File: src/rtl/cellrv32_board_led_ctrl.sv
// -----------------------------------------------------------------------------
// cellrv32_board_led_ctrl
//
// Board-level output stage between the processor GPIO outputs and the LEDs.
// Each channel runs in one of four modes: pass-through, blink, PWM-dimmed or
// forced off. Modes and PWM duties are set through a one-cycle write port that
// answers every write with either an ack or an error pulse.
//
// Ports
//   clk_i       clock, rising edge
//   rst_i       synchronous reset, active-high
//   gpio_i      [NUM_CH]   processor GPIO output bits
//   cfg_we_i    config write strobe (one cycle)
//   cfg_ch_i    [CH_W]     channel index of the write
//   cfg_mode_i  [2]        00 PASS, 01 BLINK, 10 PWM, 11 OFF
//   cfg_duty_i  [PWM_BITS] PWM duty for the channel (goes to the shadow copy)
//   cfg_ack_o   pulse one cycle after an accepted write
//   cfg_err_o   pulse one cycle after a write to a non-existent channel
//   led_o       [NUM_CH]   registered LED drive, active-high
//   pwm_wrap_o  pulse in the cycle after the PWM counter held its maximum
// -----------------------------------------------------------------------------
module cellrv32_board_led_ctrl #(
  parameter int NUM_CH          = 18,
  parameter int CLOCK_FREQUENCY = 50000000,
  parameter int BLINK_HZ        = 2,
  parameter int PWM_BITS        = 8
) (
  input  logic                                        clk_i,
  input  logic                                        rst_i,
  input  logic [NUM_CH-1:0]                           gpio_i,
  input  logic                                        cfg_we_i,
  input  logic [((NUM_CH > 1) ? $clog2(NUM_CH) : 1)-1:0] cfg_ch_i,
  input  logic [1:0]                                  cfg_mode_i,
  input  logic [PWM_BITS-1:0]                         cfg_duty_i,
  output logic                                        cfg_ack_o,
  output logic                                        cfg_err_o,
  output logic [NUM_CH-1:0]                           led_o,
  output logic                                        pwm_wrap_o
);

  localparam int HALF_RAW = CLOCK_FREQUENCY / (2 * BLINK_HZ);
  localparam int HALF     = (HALF_RAW < 1) ? 1 : HALF_RAW;
  localparam int PRE_W    = (HALF > 1) ? $clog2(HALF) : 1;

  localparam logic [PRE_W-1:0]    PRE_LAST = PRE_W'(HALF - 1);
  localparam logic [PWM_BITS-1:0] CNT_MAX  = '1;

  typedef enum logic [1:0] {
    MODE_PASS  = 2'b00,
    MODE_BLINK = 2'b01,
    MODE_PWM   = 2'b10,
    MODE_OFF   = 2'b11
  } mode_e;

  mode_e               mode_q     [NUM_CH];
  logic [PWM_BITS-1:0] duty_act_q [NUM_CH];
  logic [PWM_BITS-1:0] duty_shd_q [NUM_CH];

  logic [PWM_BITS-1:0] pwm_cnt_q;
  logic [PRE_W-1:0]    pre_q;
  logic                phase_q;
  logic                ch_ok;
  logic                pwm_last;
  logic [NUM_CH-1:0]   led_p0;

  // Per-channel output decision from mode, GPIO bit, blink phase and PWM compare.
  function automatic logic led_bit(input mode_e m, input logic g, input logic ph,
                                   input logic pwm_on);
    logic b;
    case (m)
      MODE_PASS:  b = g;
      MODE_BLINK: b = g & ph;
      MODE_PWM:   b = g & pwm_on;
      default:    b = 1'b0;
    endcase
    return b;
  endfunction

  assign ch_ok    = (int'(cfg_ch_i) < NUM_CH);
  assign pwm_last = (pwm_cnt_q == CNT_MAX);

  // Stage p0: combinational LED value from current state, registered into led_o.
  always_comb begin
    led_p0 = '0;
    for (int i = 0; i < NUM_CH; i++) begin
      led_p0[i] = led_bit(mode_q[i], gpio_i[i], phase_q, (pwm_cnt_q < duty_act_q[i]));
    end
  end

  always_ff @(posedge clk_i) begin
    if (rst_i) begin
      pwm_cnt_q  <= '0;
      pre_q      <= '0;
      phase_q    <= 1'b0;
      led_o      <= '0;
      cfg_ack_o  <= 1'b0;
      cfg_err_o  <= 1'b0;
      pwm_wrap_o <= 1'b0;
      for (int i = 0; i < NUM_CH; i++) begin
        mode_q[i]     <= MODE_PASS;
        duty_act_q[i] <= '1;
        duty_shd_q[i] <= '1;
      end
    end else begin
      pwm_cnt_q  <= pwm_cnt_q + 1'b1;
      pwm_wrap_o <= pwm_last;

      if (pre_q == PRE_LAST) begin
        pre_q   <= '0;
        phase_q <= ~phase_q;
      end else begin
        pre_q <= pre_q + 1'b1;
      end

      cfg_ack_o <= cfg_we_i & ch_ok;
      cfg_err_o <= cfg_we_i & ~ch_ok;
      led_o     <= led_p0;

      for (int i = 0; i < NUM_CH; i++) begin
        // Active duty samples the shadow as it was before this edge, so a
        // write landing on the wrap edge waits for the following wrap.
        if (pwm_last) begin
          duty_act_q[i] <= duty_shd_q[i];
        end
        if (cfg_we_i && ch_ok && (int'(cfg_ch_i) == i)) begin
          mode_q[i]     <= mode_e'(cfg_mode_i);
          duty_shd_q[i] <= cfg_duty_i;
        end
      end
    end
  end

endmodule

File: config.mk
export PLATFORM = sky130hd
export DESIGN_NAME = cellrv32_board_led_ctrl
export DESIGN_NICKNAME = d
export VERILOG_FILES = /design/src/rtl/cellrv32_board_led_ctrl.sv
export SDC_FILE = /design/constraint.sdc
export NUM_CORES = 1
export LEC_CHECK = 0
export BUFFER_PORTS_ARGS = -buffer_cell sky130_fd_sc_hd__buf_2
export CORE_ASPECT_RATIO = 0.7
export CORE_MARGIN = 2
export CORE_UTILIZATION = 41
export DETAILED_ROUTE_END_ITERATION = 10
export SLEW_MARGIN = 30
export SYNTH_ARGS = -nofsm -noshare
export SYNTH_HDL_FRONTEND = slang
export SYNTH_SLANG_ARGS = --single-unit
File: constraint.sdc
create_clock -name clk_i -period 18.15 [get_ports clk_i]
set_input_delay 0.9075 -clock clk_i [delete_from_list [all_inputs] [get_ports clk_i]]
set_output_delay 0.9075 -clock clk_i [all_outputs]
set_load 0.02 [all_outputs]
==> impl_results.md <==
- Status: finished, final reports clean
- Routed via count: 11000
- Starting density of the core: 0.413
- Dominant synthesized flop cell: edfxtp_1
- Crit path cell chain: ha_1 -> nand3_1 -> o21bai_4 -> buf_4 -> buf_16
- Mapped Cells: 1552
- Wire length on met2: 16.8 mm
- Crit start category: flip-flop
- Initial DRC count: 642
- Max-cap violations: 0
- Synth async-reset ratio: 0
- Filler instances: 4005
- Synthesized Nets: 1770
- Clock root buffer: clkbuf_16
- Worst-path clk slew: 0.07 ns
- Placeable Area: 0.0448 mm^2
- Post-CTS Hold Buffers: 0
- Met3 wire length: 1.85 mm
- Required time worst endpoint: 18.35 ns
- Post-CTS sizing: 0
- Placement Setup Slack: 14.83 ns
- Hold depth: 1
- Final net count: 1840
- Worst-margin pin slew: 0.839 ns
- Sw Share: 0.216
- Final Slew Violations: 0
- Setup TNS: 0 ns
- DRC violations left: 0
- First-pass GRT wire length: 60.2 mm
- Post-synth EDFFs: 324
- Avg WL per Cell: 17.1 um
- TritonCTS buffer count: 38
- WL met1: 19.0 mm
- Area Overhead vs Synth: 12.0%
- Switching power: 0.396 mW
- Worst hold path class: reg -> reg
- Max clock buf depth: 3
- Syn avg cell area: 11.9 um^2
- HPWL Detailed: 23.8 mm
- Die H: 182 um
- Die Wd: 258 um
- Final setup viols: 0
- Row cnt: 65
- Path type of the worst setup path: reg -> reg
- Relative slew slack: 0.441
- Die ar.: 0.0468 mm^2
- Final Core Density: 0.462
- Clk_lat worst skew: 0.55 ns
- Gpl congestion: 0.773
- Seq/Total Area, Yosys: 0.585
- Clk_skew: 0.0322 ns
- Crit path arrival time: 3.38 ns
- Combinational power share: 0.049
- Top sig layer: met4
- Unique masters post-synth: 47
- RSZ-0062 raised after global routing: false
- Part of the power in the clock network: 0.420
- H-tree lvl count: 2
- Worst setup margin: 14.96 ns
- Port bufs: 56
- Critical Path Sink Type: flip-flop
- GRT Overall Usage: 0.169
- Post-CTS setup buffer count: 0
- Slowest cell on the critical path: dfxtp_1
- Peak supply drop: 0.0494 mV
- Reg2reg path depth: 5
- Initial antenna violation count: 0
- Remaining antenna violation count: 0
- Worst-path maximum fanout: 54
- Yosys reg bits: 378
- Power Dens Cells: 88.5 mW/mm^2
- Via density: 4.89
- Total routed wirelength: 38.6 mm
- Layout cells sized above 1: 0.151
- Vias in the first global route: 10800
- Largest stage delay, worst path: 0.80 ns
- Tcrit/Tclk final: 0.176
- Max Fclk: 314 MHz
- Clock sinks: 378
- Largest net degree at the start of global routing: 66
- Leak pwr: 8.91 nW
- Drt pass-1 iters: 5
- Grt ovf: 0
- Final Hold Viols: 0
- Min Tclk post-route: 3.19 ns
- P_int: 1.44 mW
- Area of the mapped netlist: 0.0185 mm^2
- YS warnings: 0
- IO Pins: 57
- Seq pwr share: 0.532
- CTS tree: done
[final cells by class]
cell class	instances	area [um^2]	share of cell area
Antenna cell	2	5.00	0.000242
Timing Repair Buffer	73	435	0.0210
Tap cell	603	754	0.0365
Clock buffer	51	1030	0.0498
Multi-Input combinational cell	959	6860	0.331
Inverter	172	648	0.0313
Sequential cell	378	10800	0.522
Clock inverter	15	153	0.00738
[cell usage in the layout (no fill, tap or decap), types with 15 or more instances in the layout]
cell type,netlist,routed
a211oi_1,18,18
a21o_1,32,32
a21oi_1,39,39
buf_2,7,56
clkbuf_16,0,39
dfxtp_1,54,53
edfxtp_1,324,324
ha_1,182,182
inv_1,170,170
nand2_1,89,89
nand2b_1,165,165
nand3_1,17,17
nor2_1,103,103
nor3_1,17,16
nor3b_1,15,15
o21ai_0,26,26
or2_2,110,110
or3_1,35,35
xor2_1,17,17
[path summary, 6_finish.rpt]
check / start / end / slack (ns)
worst min-delay path: duty_shd_q[2][4]$_SDFFCE_PN1P_ / duty_act_q[2][4]$_SDFFCE_PN1P_ / 0.48
worst min register to register: duty_shd_q[2][4]$_SDFFCE_PN1P_ / duty_act_q[2][4]$_SDFFCE_PN1P_ / 0.48
worst max register to register: pwm_cnt_q[0]$_SDFF_PP0_ / duty_act_q[6][4]$_SDFFCE_PN1P_ / 14.96
worst max-delay path: pwm_cnt_q[0]$_SDFF_PP0_ / duty_act_q[6][4]$_SDFFCE_PN1P_ / 14.96
[power groups by stage]
| stage | logic, mW | registers [mW] | clock network [mW] |
|---|---|---|---|
| floorplan | 0.0515 | 0.997 | 0 |
| global placement | 0.0865 | 0.992 | 0 |
| detailed placement | 0.0900 | 0.993 | 0 |
| CTS | 0.0904 | 0.975 | 0.787 |
| global route | 0.0992 | 0.977 | 0.819 |
| finish | 0.0890 | 0.974 | 0.769 |
[stage by stage]
step                      cells  cell area (um^2)  power (mW)  hold WS, ns
after floorplan            1552             18500        1.05        0.430
after detailed placement   2185             19500        1.08        0.483
final                      2253             20700        1.83        0.484
after global routing       2251             20700        1.89        0.508
after CTS                  2251             20700        1.85        0.490
after global placement     2182             19500        1.08        0.445
[logic make-up after synthesis]
family,count (synthesis),synth area share
and+or+nand+nor,585,0.174
DFF,378,0.585
buffers and inverters,215,0.0451
adders and majority gates,182,0.123
AOI/OAI and AO/OA,165,0.0601
xor gates and xnor gates,27,0.0128
[critical path, delay by kind of cell, from the launching register on]
kind / cells / cell delay [ns]
buffers and inverters: 2 / 0.79
AO/OA/AOI/OAI: 1 / 0.64
AND/OR/NAND/NOR: 1 / 0.21
adder cells (fa/ha/maj): 1 / 0.35
flip-flops: 1 / 0.80
[synth_stat cells (all sizes together) (5+ instances only)]
cell | instances | area, um^2
nor3b | 15 | 113
buf | 14 | 80.1
nand2b | 166 | 1040
a211oi | 18 | 135
or3 | 35 | 219
xnor2 | 10 | 87.6
nand2 | 89 | 334
nor3 | 22 | 141
ha | 182 | 2280
dfxtp | 54 | 1080
o31a | 14 | 123
a211o | 14 | 123
o21ai | 26 | 130
inv | 170 | 638
edfxtp | 324 | 9730
or2 | 112 | 701
xor2 | 17 | 149
a21o | 32 | 240
nor2b | 5 | 31.3
nand3 | 17 | 85.1
o211ai | 12 | 90.1
clkbuf | 29 | 109
nand4 | 7 | 50.1
nor2 | 103 | 387
a21oi | 39 | 195
[sequential cells by signal, indices dropped and copies added (netlist names)]
signal      flops
phase_q         1
pre_q          24
pwm_wrap_o      1
mode_q         36
cfg_ack_o       1
pwm_cnt_q       8
duty_shd_q    144
cfg_err_o       1
led_o          18
duty_act_q    144
[routing by layer]
metal	vias up	GRT usage
li1	5467	-
met1	5293	0.243
met2	201	0.262
met3	65	0.0320
met4	0	0.0460
met5	-	0
Power figures use the tool's default switching activity.
